--- src/rtl/mand_sequencer_pkg.sv ---
// Shared constants and state encoding for the Mandelbrot bus sequencer.
// Bank codes select the slave's position and result arrays.
package mand_sequencer_pkg;

  localparam int POINTS      = 16384;
  localparam int WAIT_CYCLES = 16392;
  localparam int IDX_W       = 14;

  localparam logic [15:0] TRIG_ADDR = 16'hfffc;

  localparam logic [1:0] BANK_POSX = 2'b00;
  localparam logic [1:0] BANK_POSY = 2'b01;
  localparam logic [1:0] BANK_XN   = 2'b10;
  localparam logic [1:0] BANK_YN   = 2'b11;

  typedef enum logic [3:0] {
    S_IDLE,
    S_LOAD_X,
    S_LOAD_Y,
    S_TRIG,
    S_WAIT,
    S_RD_X,
    S_RD_Y,
    S_EMIT,
    S_DONE
  } state_e;

endpackage

--- src/rtl/mand_sequencer_if.sv ---
// Position/result streams plus the slave bus of the compute unit.
// master = sequencer side, slave = fabric/compute-unit side.
interface mand_sequencer_if;
  logic        in_valid;
  logic        in_ready;
  logic [31:0] in_x;
  logic [31:0] in_y;
  logic        out_valid;
  logic        out_ready;
  logic [31:0] out_xn;
  logic [31:0] out_yn;
  logic        read;
  logic        write;
  logic [3:0]  be;
  logic [15:0] address;
  logic [31:0] data_out;
  logic [31:0] data_in;

  modport master (
    input  in_valid, in_x, in_y,
    input  out_ready, data_in,
    output in_ready, out_valid,
    output out_xn, out_yn,
    output read, write, be,
    output address, data_out
  );

  modport slave (
    output in_valid, in_x, in_y,
    output out_ready, data_in,
    input  in_ready, out_valid,
    input  out_xn, out_yn,
    input  read, write, be,
    input  address, data_out
  );
endinterface

--- src/rtl/mand_sequencer.sv ---
// Loads the position banks, triggers iteration passes, then streams
// every (xn, yn) result back out. All outputs are registered.
module mand_sequencer
  import mand_sequencer_pkg::*;
#(
  parameter int N_POINTS = POINTS,
  parameter int N_WAIT   = WAIT_CYCLES
) (
  input  logic        clock,
  input  logic        rst_n,
  input  logic        start,
  input  logic [15:0] iterations,
  output logic        busy,
  output logic        done,
  mand_sequencer_if.master bus
);

  localparam int WAIT_W = $clog2(N_WAIT);
  localparam logic [IDX_W-1:0] LAST =
    IDX_W'(N_POINTS - 1);
  localparam logic [WAIT_W-1:0] WAIT_INIT =
    WAIT_W'(N_WAIT - 1);

  state_e             state_q;
  logic [IDX_W-1:0]   idx_q;
  logic [15:0]        pass_q;
  logic [15:0]        pass_d;
  logic [15:0]        iter_q;
  logic [WAIT_W-1:0]  wait_q;
  logic [31:0]        y_q;
  logic               busy_q;
  logic               done_q;
  logic               in_ready_q;
  logic               out_valid_q;
  logic               read_q;
  logic               write_q;
  logic [3:0]         be_q;
  logic [15:0]        addr_q;
  logic [31:0]        wdata_q;
  logic [31:0]        xn_q;
  logic [31:0]        yn_q;

  always_comb begin
    pass_d = pass_q + 16'd1;
  end

  always_ff @(posedge clock or negedge rst_n) begin
    if (!rst_n) begin
      state_q     <= S_IDLE;
      idx_q       <= '0;
      pass_q      <= '0;
      iter_q      <= '0;
      wait_q      <= '0;
      y_q         <= '0;
      busy_q      <= 1'b0;
      done_q      <= 1'b0;
      in_ready_q  <= 1'b0;
      out_valid_q <= 1'b0;
      read_q      <= 1'b0;
      write_q     <= 1'b0;
      be_q        <= '0;
      addr_q      <= '0;
      wdata_q     <= '0;
      xn_q        <= '0;
      yn_q        <= '0;
    end else begin
      read_q  <= 1'b0;
      write_q <= 1'b0;
      be_q    <= '0;
      done_q  <= 1'b0;
      unique case (state_q)
        S_IDLE: begin
          if (start) begin
            iter_q     <= iterations;
            idx_q      <= '0;
            pass_q     <= '0;
            busy_q     <= 1'b1;
            in_ready_q <= 1'b1;
            state_q    <= S_LOAD_X;
          end
        end
        S_LOAD_X: begin
          if (bus.in_valid) begin
            write_q    <= 1'b1;
            be_q       <= 4'hf;
            addr_q     <= {BANK_POSX, idx_q};
            wdata_q    <= bus.in_x;
            y_q        <= bus.in_y;
            in_ready_q <= 1'b0;
            state_q    <= S_LOAD_Y;
          end
        end
        S_LOAD_Y: begin
          write_q <= 1'b1;
          be_q    <= 4'hf;
          addr_q  <= {BANK_POSY, idx_q};
          wdata_q <= y_q;
          if (idx_q == LAST) begin
            idx_q   <= '0;
            state_q <= (iter_q == 16'd0) ? S_RD_X : S_TRIG;
          end else begin
            idx_q      <= idx_q + 14'd1;
            in_ready_q <= 1'b1;
            state_q    <= S_LOAD_X;
          end
        end
        S_TRIG: begin
          write_q <= 1'b1;
          be_q    <= 4'hf;
          addr_q  <= TRIG_ADDR;
          wdata_q <= '0;
          wait_q  <= WAIT_INIT;
          state_q <= S_WAIT;
        end
        S_WAIT: begin
          if (wait_q == '0) begin
            pass_q <= pass_d;
            if (pass_d == iter_q) begin
              read_q  <= 1'b1;
              be_q    <= 4'hf;
              addr_q  <= {BANK_XN, idx_q};
              state_q <= S_RD_X;
            end else begin
              state_q <= S_TRIG;
            end
          end else begin
            wait_q <= wait_q - 1'b1;
          end
        end
        S_RD_X: begin
          // xn read is normally issued on entry; after the load phase the
          // bus is still busy with the last y write, so issue it here.
          read_q <= 1'b1;
          be_q   <= 4'hf;
          if (read_q) begin
            addr_q  <= {BANK_YN, idx_q};
            state_q <= S_RD_Y;
          end else begin
            addr_q <= {BANK_XN, idx_q};
          end
        end
        S_RD_Y: begin
          xn_q    <= bus.data_in;
          state_q <= S_EMIT;
        end
        S_EMIT: begin
          if (!out_valid_q) begin
            yn_q        <= bus.data_in;
            out_valid_q <= 1'b1;
          end else if (bus.out_ready) begin
            out_valid_q <= 1'b0;
            if (idx_q == LAST) begin
              busy_q  <= 1'b0;
              done_q  <= 1'b1;
              state_q <= S_DONE;
            end else begin
              idx_q   <= idx_q + 14'd1;
              read_q  <= 1'b1;
              be_q    <= 4'hf;
              addr_q  <= {BANK_XN, idx_q + 14'd1};
              state_q <= S_RD_X;
            end
          end
        end
        S_DONE: begin
          state_q <= S_IDLE;
        end
        default: begin
          state_q <= S_IDLE;
        end
      endcase
    end
  end

  assign busy          = busy_q;
  assign done          = done_q;
  assign bus.in_ready  = in_ready_q;
  assign bus.out_valid = out_valid_q;
  assign bus.out_xn    = xn_q;
  assign bus.out_yn    = yn_q;
  assign bus.read      = read_q;
  assign bus.write     = write_q;
  assign bus.be        = be_q;
  assign bus.address   = addr_q;
  assign bus.data_out  = wdata_q;

endmodule

--- src/flat_wrapper.sv ---
// flat-port wrapper written by rule: the top's interface ports become plain ports
module mand_sequencer_flat import mand_sequencer_pkg::*;
#(
  parameter int N_POINTS = POINTS,
  parameter int N_WAIT   = WAIT_CYCLES
)
  (clock, rst_n, start, iterations, busy, done, bus_in_valid, bus_in_x, bus_in_y, bus_out_ready, bus_data_in, bus_in_ready, bus_out_valid, bus_out_xn, bus_out_yn, bus_read, bus_write, bus_be, bus_address, bus_data_out);
  mand_sequencer_if bus_i ();
  input  logic clock;
  input  logic rst_n;
  input  logic start;
  input  logic [15:0] iterations;
  output logic busy;
  output logic done;
  input wire logic [$bits(bus_i.in_valid)-1:0] bus_in_valid;
  input wire logic [$bits(bus_i.in_x)-1:0] bus_in_x;
  input wire logic [$bits(bus_i.in_y)-1:0] bus_in_y;
  input wire logic [$bits(bus_i.out_ready)-1:0] bus_out_ready;
  input wire logic [$bits(bus_i.data_in)-1:0] bus_data_in;
  output wire logic [$bits(bus_i.in_ready)-1:0] bus_in_ready;
  output wire logic [$bits(bus_i.out_valid)-1:0] bus_out_valid;
  output wire logic [$bits(bus_i.out_xn)-1:0] bus_out_xn;
  output wire logic [$bits(bus_i.out_yn)-1:0] bus_out_yn;
  output wire logic [$bits(bus_i.read)-1:0] bus_read;
  output wire logic [$bits(bus_i.write)-1:0] bus_write;
  output wire logic [$bits(bus_i.be)-1:0] bus_be;
  output wire logic [$bits(bus_i.address)-1:0] bus_address;
  output wire logic [$bits(bus_i.data_out)-1:0] bus_data_out;
  assign bus_i.in_valid = bus_in_valid;
  assign bus_i.in_x = bus_in_x;
  assign bus_i.in_y = bus_in_y;
  assign bus_i.out_ready = bus_out_ready;
  assign bus_i.data_in = bus_data_in;
  assign bus_in_ready = bus_i.in_ready;
  assign bus_out_valid = bus_i.out_valid;
  assign bus_out_xn = bus_i.out_xn;
  assign bus_out_yn = bus_i.out_yn;
  assign bus_read = bus_i.read;
  assign bus_write = bus_i.write;
  assign bus_be = bus_i.be;
  assign bus_address = bus_i.address;
  assign bus_data_out = bus_i.data_out;
  mand_sequencer #(.N_POINTS(N_POINTS), .N_WAIT(N_WAIT)) u_core (.clock(clock), .rst_n(rst_n), .start(start), .iterations(iterations), .busy(busy), .done(done), .bus(bus_i));
endmodule
--- config.mk ---
export PLATFORM = sky130hd
export DESIGN_NAME = mand_sequencer_flat
export DESIGN_NICKNAME = d
export VERILOG_FILES = /design/src/rtl/mand_sequencer_pkg.sv /design/src/rtl/mand_sequencer_if.sv /design/src/rtl/mand_sequencer.sv /design/src/flat_wrapper.sv
export SDC_FILE = /design/constraint.sdc
export NUM_CORES = 1
export LEC_CHECK = 0
export ABC_AREA = 0
export CORE_MARGIN = 2
export CORE_UTILIZATION = 50
export DETAILED_ROUTE_END_ITERATION = 8
export GPL_TIMING_DRIVEN = 0
export HOLD_SLACK_MARGIN = 0.08
export PLACE_DENSITY = 0.77
export SKIP_LAST_GASP = 1
export SLEW_MARGIN = 5
export SYNTH_ARGS = -nofsm -noshare
export SYNTH_HDL_FRONTEND = slang
export SYNTH_SLANG_ARGS = --single-unit
--- constraint.sdc ---
create_clock -name clock -period 3 [get_ports clock]
set_input_delay 0.6 -clock clock [delete_from_list [all_inputs] [get_ports clock]]
set_output_delay 0.6 -clock clock [all_outputs]
set_load 0.005 [all_outputs]
=== Word-level counts from Yosys, hierarchy flattened ===
Index checks and enable logic that the tools add are counted.

* Add/subtract/negate cells: 3
* Equality and inequality tests: 20
* Muxes and demuxes: 61
* Bitwise gates (word level): 1
* Reduce and logical (&&, ||, !) cells: 23

{| class="wikitable"
|+ Operator list
! operator !! count
|-
| 2-to-1 mux 16 bit || 8
|-
| one-hot mux 16 bit (6 select lines) || 1
|-
| one-hot mux 32 bit (3 select lines) || 1
|-
| 2-to-1 mux 14 bit || 5
|-
| 2-to-1 mux 4 bit || 14
|-
| one-hot mux 14 bit (3 select lines) || 1
|-
| 2-to-1 mux 32 bit || 1
|-
| one-hot mux 16 bit (2 select lines) || 1
|-
| one-hot mux 4 bit (8 select lines) || 1
|-
| 2-to-1 mux 15 bit || 2
|-
| one-hot mux 15 bit (2 select lines) || 1
|-
| 2-to-1 mux 1 bit || 18
|-
| adder 16 x 1 -> 16 bit, second input constant || 1
|-
| == test 16 bit || 1
|-
| == test 4 x 3 -> 1 bit, second input constant || 4
|-
| logical NOT 16 bit || 1
|-
| one-hot mux 4 bit (4 select lines) || 1
|-
| logical NOT 15 bit || 1
|-
| subtractor 15 x 1 -> 15 bit, second input constant || 1
|-
| adder 14 x 1 -> 14 bit, second input constant || 1
|-
| == test 14 bit, second input constant || 1
|-
| inequality test 2 bit, second input constant || 6
|-
| inequality test 2 x 1 -> 1 bit, second input constant || 5
|-
| AND reduction 2 bit || 5
|-
| other kinds (17) || 26
|}

* Flip-flop bits (word level): 219
* Input bits: 117
* Output and inout bits: 122
* Word-level logic and storage cells: 125

=== Logic depth before layout (Yosys ltp) ===
* Word-level depth: 5
* Mapped depth: 10
* Gate-level depth less buffers: 8

=== Worst setup path before layout ===
No wires, ideal clock.

* Path type: flip-flop to flip-flop
* Start point: register u_core.pass_q[0]
* End point: register u_core.addr_q[10], in the netlist u_core.bus.address[10]
* Setup time: 0.125 ns
* Arrival: 2.486 ns
* Path slack: 0.389 ns
* Cell stages (with the launch flop): 11
* Clock period less this slack: 2.611 ns
* Cells stage by stage: dfrtp_1 -> ha_1 -> buf_2 -> nand4_1 -> o31ai_1 -> a21oi_1 -> a211oi_2 -> a2111oi_4 -> a311oi_4 -> buf_6 -> mux2_4

* Word-level cells in the longest chain between the ends: 4

{| class="wikitable"
|+ Ends and longest elaborated chain
! element !! RTL line !! source
|-
| start, declared || mand_sequencer.sv:26 || <nowiki>logic [15:0] pass_q;</nowiki>
|-
| start signal, assigned || mand_sequencer.sv:117 || <nowiki>pass_q <= pass_d;</nowiki>
|-
| adder 16 x 1 -> 16 bit || mand_sequencer.sv:44 || <nowiki>pass_d = pass_q + 16'd1;</nowiki>
|-
| == test 16 bit || mand_sequencer.sv:118 || <nowiki>if (pass_d == iter_q) begin</nowiki>
|-
| inequality test 2 x 1 -> 1 bit (no source line) || n/a ||
|-
| AND reduction 7 bit (no source line) || n/a ||
|-
| end signal, assigned || mand_sequencer.sv:121 || <nowiki>addr_q <= {BANK_XN, idx_q};</nowiki>
|-
| end signal, assigned || mand_sequencer.sv:136 || <nowiki>addr_q <= {BANK_YN, idx_q};</nowiki>
|-
| end signal, assigned || mand_sequencer.sv:139 || <nowiki>addr_q <= {BANK_XN, idx_q};</nowiki>
|-
| end, declared || mand_sequencer.sv:38 || <nowiki>logic [15:0] addr_q;</nowiki>
|}

No other way between the ends.
A chain may end at the register's enable or synchronous reset.

=== Worst setup path in the final report ===
* Start point: register u_core.idx_q[0]
* End point: register u_core.addr_q[1], in the netlist u_core.bus.address[1]

* Word-level cells in the longest chain between the ends: 5

{| class="wikitable"
|+ Ends and longest elaborated chain
! element !! RTL line !! source
|-
| start, declared || mand_sequencer.sv:25 || <nowiki>logic [IDX_W-1:0] idx_q;</nowiki>
|-
| start signal, assigned || mand_sequencer.sv:102 || <nowiki>idx_q <= idx_q + 14'd1;</nowiki>
|-
| start signal, assigned || mand_sequencer.sv:157 || <nowiki>idx_q <= idx_q + 14'd1;</nowiki>
|-
| adder 14 x 1 -> 14 bit || mand_sequencer.sv:160 || <nowiki>addr_q <= {BANK_XN, idx_q + 14'd1};</nowiki>
|-
| 2-to-1 mux 16 bit || mand_sequencer.sv:152 || <nowiki>if (idx_q == LAST) begin</nowiki>
|-
| 2-to-1 mux 16 bit || mand_sequencer.sv:150 || <nowiki>end else if (bus.out_ready) begin</nowiki>
|-
| 2-to-1 mux 16 bit || mand_sequencer.sv:147 || <nowiki>if (!out_valid_q) begin</nowiki>
|-
| one-hot mux 16 bit (6 select lines) || mand_sequencer.sv:71 || <nowiki>unique case (state_q)</nowiki>
|-
| end signal, assigned || mand_sequencer.sv:86 || <nowiki>addr_q <= {BANK_POSX, idx_q};</nowiki>
|-
| end signal, assigned || mand_sequencer.sv:139 ||
|-
| end signal, assigned || mand_sequencer.sv:160 ||
|}

Several ways; a longest one is shown, not always the timed one. The select of a mux whose other input is x is not followed.

==> impl.org <==
** Setup path
- Critical path data required time :: 3.40 ns
- For this design, the slowest cell found on the critical path is dfrtp_1.
- Crit path capture type :: register
- Total buffers and inverters traversed by the critical path :: 1
- Kind of cell with the highest combined delay on the critical path :: simple AND/OR/NAND/NOR gates
- Type of the worst setup path :: reg -> reg
- Data on the critical path arrives at its endpoint at 3.23 ns.
- Cells along the critical path :: ha_1 > and4_2 > nand3_2 > nor2b_4 > o21ai_0 > and3_1 > a311oi_4 > buf_4 > mux2_2
- Element type at the critical path start :: register
- Largest fanout on the critical path :: 7
- Delay of the slowest cell on the worst path :: 0.45 ns

** STA
- For the final database, setup skew stands at 0.00866 ns.
- Headroom to the max-slew limit came out at 51.0%.
- The number of hold violations in the final report came to 0.
- In the post-route analysis, the smallest setup slack over all paths is 0.172 ns.
- Final worst path period share :: 94.3%
- For this run, the top clock speed supported by timing is 354 MHz.
- Actual transition at the worst max-transition pin :: 0.732 ns
- The clock period could shrink to 2.83 ns.
- RSZ-0062 raised after global routing :: no
- Setup violation total in the final timing report :: 0
- Fin. max-slew vios :: 0

** GRT
- Global routing finished with a remaining overflow of 0.
- Initial antenna violation count :: 0
- Global-route wire length before repair :: 43400 um
- Entering global routing, the biggest net connects 81 pins.
- Total track usage :: 24.8%
- Via count of the first global-routing pass :: 8400

** Synth
- Number of flops mapped to enable cells by yosys :: 0
- Among all cell types in the netlist, the one instantiated most often is dfrtp_1.
- Mux share of post-synthesis cell area :: 14.9%
- Largest family of logic cells by synthesized area :: multiplexers
- Yosys top cell by area :: dfrtp_1
- Ranking of synthesized cells by instance count :: dfrtp_1, mux2_2, nor2_1, nand2_1, o21ai_0
- Yosys printed 0 warnings.
- Nets in the synthesized netlist :: 1033
- Dividing the synthesized area by the synthesized cell count gives 10.9 um2.
- The mapped netlist covers 0.00997 mm2.
- Most used DFF post-synth :: dfrtp_1
- XOR/XNOR Fraction of Synth Area :: 2.46%
- The cell count after synthesis came out at 913.
- Of the total synthesized cell area, the portion taken by AND, OR, NAND and NOR gates is 13.6%.
- Summing the areas of all fa, ha and maj instances in the mapped netlist gives 0.376% of the synthesized area.
- Yosys attributes the largest share of cell area to dfrtp_1, mux2_2, o21ai_0.
- After synthesis, the share of flip-flops with an asynchronous set or reset is 100%.
- Synthesis-stage register bit count :: 216
- Area share of the largest cell type after synthesis :: 54.2%
- The synthesized netlist devotes 11.4% of its cell area to compound gates.
- Sequential area share after synthesis :: 54.2%
- Number of library cell types mapped by synthesis :: 60

** Cells and area
- Layout filler cell count :: 1452
- Once layout is complete, the cells apart from fillers number 1465.
- 0 antenna diodes ended up in the layout.
- For this run, the post-layout net count is 1302.
- Layout cells sized above 1 :: 17.4%
- Area added between synthesis and finish :: 36.8%

** Route
- The pre-antenna-repair detailed-routing pass consisted of 5 iterations.
- The routed design has 26300 um of wire.
- For this block, the initial DRC count from the detailed router was 541.
- DRC violations left :: 0
- Vias per inst :: 5.60
- Vias :: 8204
- In the final routed layout, each cell accounts on average for 17.9 um.
- Once detail routing completed, the nets flagged for antenna violations numbered 0.

** Clocking
- The clock passes through at most 3 buffers.
- CTS root buffer :: clkbuf_16
- The later pin in the worst-skew pair is clocked with a latency of 0.51 ns.
- TritonCTS clock tree :: yes
- Number of CTS-inserted buffers :: 24
- The clock drives 216 sinks.
- In this run the number of H-tree levels came out at 1.
- After clock tree synthesis, the clock-pin slew on the worst setup and hold paths is 0.07 ns.

** Pwr
- Ratio of total power to cell area :: 1000 mW/mm2
- Across the VDD grid, the largest voltage drop is 0.755 mV.
- Leakage component of the power :: 5.72 nW

** Placement
- Detailed placer's ending HPWL :: 18700 um
- Number of buffers added on ports :: 238
- Inst Count DP :: 1418
- OpenSTA, run right after detailed placement, puts the worst setup slack at -0.123 ns.
- At the end of routability-driven placement, the weighted congestion stood at 0.891.

** Floorplan
- For this configuration, the core starts out at a cell density of 51.1%.
- Chip Width :: 145 um
- Pin placement for this block handled 239 I/O pins.
- The initialized floorplan defines 51 standard-cell rows.
- Standard cell core area :: 0.0195 mm2
- Measured along the y axis, the die boundary spans 145 um.
- Total die area :: 0.0211 mm2

** Run
- Number of max-cap violations :: 0

** Status
- The flow ran to the end, and the final reports show no timing, DRC or antenna violations.

** Worst hold path
- The min-delay analysis places its worst path in the category reg -> reg.
-- logic make-up (layout without fill, tap and decap cells) --
group	count (synthesis)	count (layout)
flops	216	216
compound gates	192	192
mux	132	132
simple gates	273	273
buf+inv	69	356
fa+ha+maj	3	3
xor+xnor	28	28
-- state kept, by name (all words and copies together), names as in the netlist --
name / cells
u_core.bus.data_out: 32
u_core.bus.out_xn: 32
u_core.bus.out_yn: 32
u_core.y_q: 32
u_core.bus.address: 16
u_core.iter_q: 16
u_core.pass_q: 16
u_core.wait_q: 15
u_core.idx_q: 14
u_core.state_q: 4
u_core.bus.be: 1
u_core.bus.in_ready: 1
u_core.bus.out_valid: 1
u_core.bus.read: 1
u_core.bus.write: 1
u_core.busy: 1
u_core.done: 1
-- where the power goes --
| part | switching [mW] | internal, mW |
|---|---|---|
| Clock | 1.18 | 1.90 |
| Combinational | 2.47 | 3.09 |
| Sequential | 0.854 | 4.18 |
-- placed cells by master, fill, tap and decap left out, drive strengths merged, types with 27 or more instances in the layout --
cell type | netlist | final
nand2 | 76 | 76
o21ai | 69 | 69
dfrtp | 216 | 216
a21oi | 66 | 66
mux2 | 122 | 122
buf | 24 | 29
clkbuf | 33 | 67
nor2 | 86 | 86
nand3 | 27 | 27
clkdlybuf4s50 | 0 | 237
-- routing by layer --
metal	share of wire, %	up-vias	track usage, %	wire, um
li1	-	3798	-	-
met1	41	4048	31.7	10600
met2	49	310	41.7	12800
met3	8.5	48	7.14	2240
met4	2.3	0	6.23	613
met5	0	-	0	0
-- final timing paths --
kind	from	to	slack, ns	cells past startpoint
setup / recovery	u_core.idx_q[0]	u_core.bus.address[1]	0.17	9
hold / removal	u_core.bus.out_xn[21]	u_core.bus.out_xn[21]	0.50	1
setup reg to reg	u_core.idx_q[0]	u_core.bus.address[1]	0.17	9
hold reg to reg	u_core.bus.out_xn[21]	u_core.bus.out_xn[21]	0.50	1
max in group asynchronous	rst_n	u_core.bus.out_yn[28]	1.62	3
min in group asynchronous	rst_n	u_core.pass_q[6]	0.62	2
-- timing repair --
action | CTS | global route
gates resized for setup | 0 | 9
hold endpoints to repair | 57 | 0
hold buffers | 1 | 0
endpoints found under the setup margin | 3 | 19
setup buffers | 1 | 1
pin swaps | 1 | 2
-- area by class of cell --
type                            instances  area (um2)  area share, %
Sequential cell                       216        5410           39.6
Multi-Input combinational cell        628        4300           31.5
Timing Repair Buffer                  243        2470           18.1
Clock buffer                           34         709           5.20
Tap cell                              265         332           2.43
Buffer                                 57         262           1.92
Clock inverter                         10         125          0.917
Inverter                               12        45.0          0.330
-- through the flow --
step	power [mW]	util (%)	TNS [ns]	hold WS (ns)	area, um2
finish	13.7	69.9	0	0.504	13600
global route	14.5	69.9	0	0.516	13600
CTS	13.7	69.6	0	0.506	13600
detailed placement	10.6	65.3	-0.350	0.493	12700
global placement	10.4	65.0	-1713.86	0.488	12700
floorplan	7.84	-	0	0.304	9970
No activity file was read; power rests on OpenSTA's default activity.
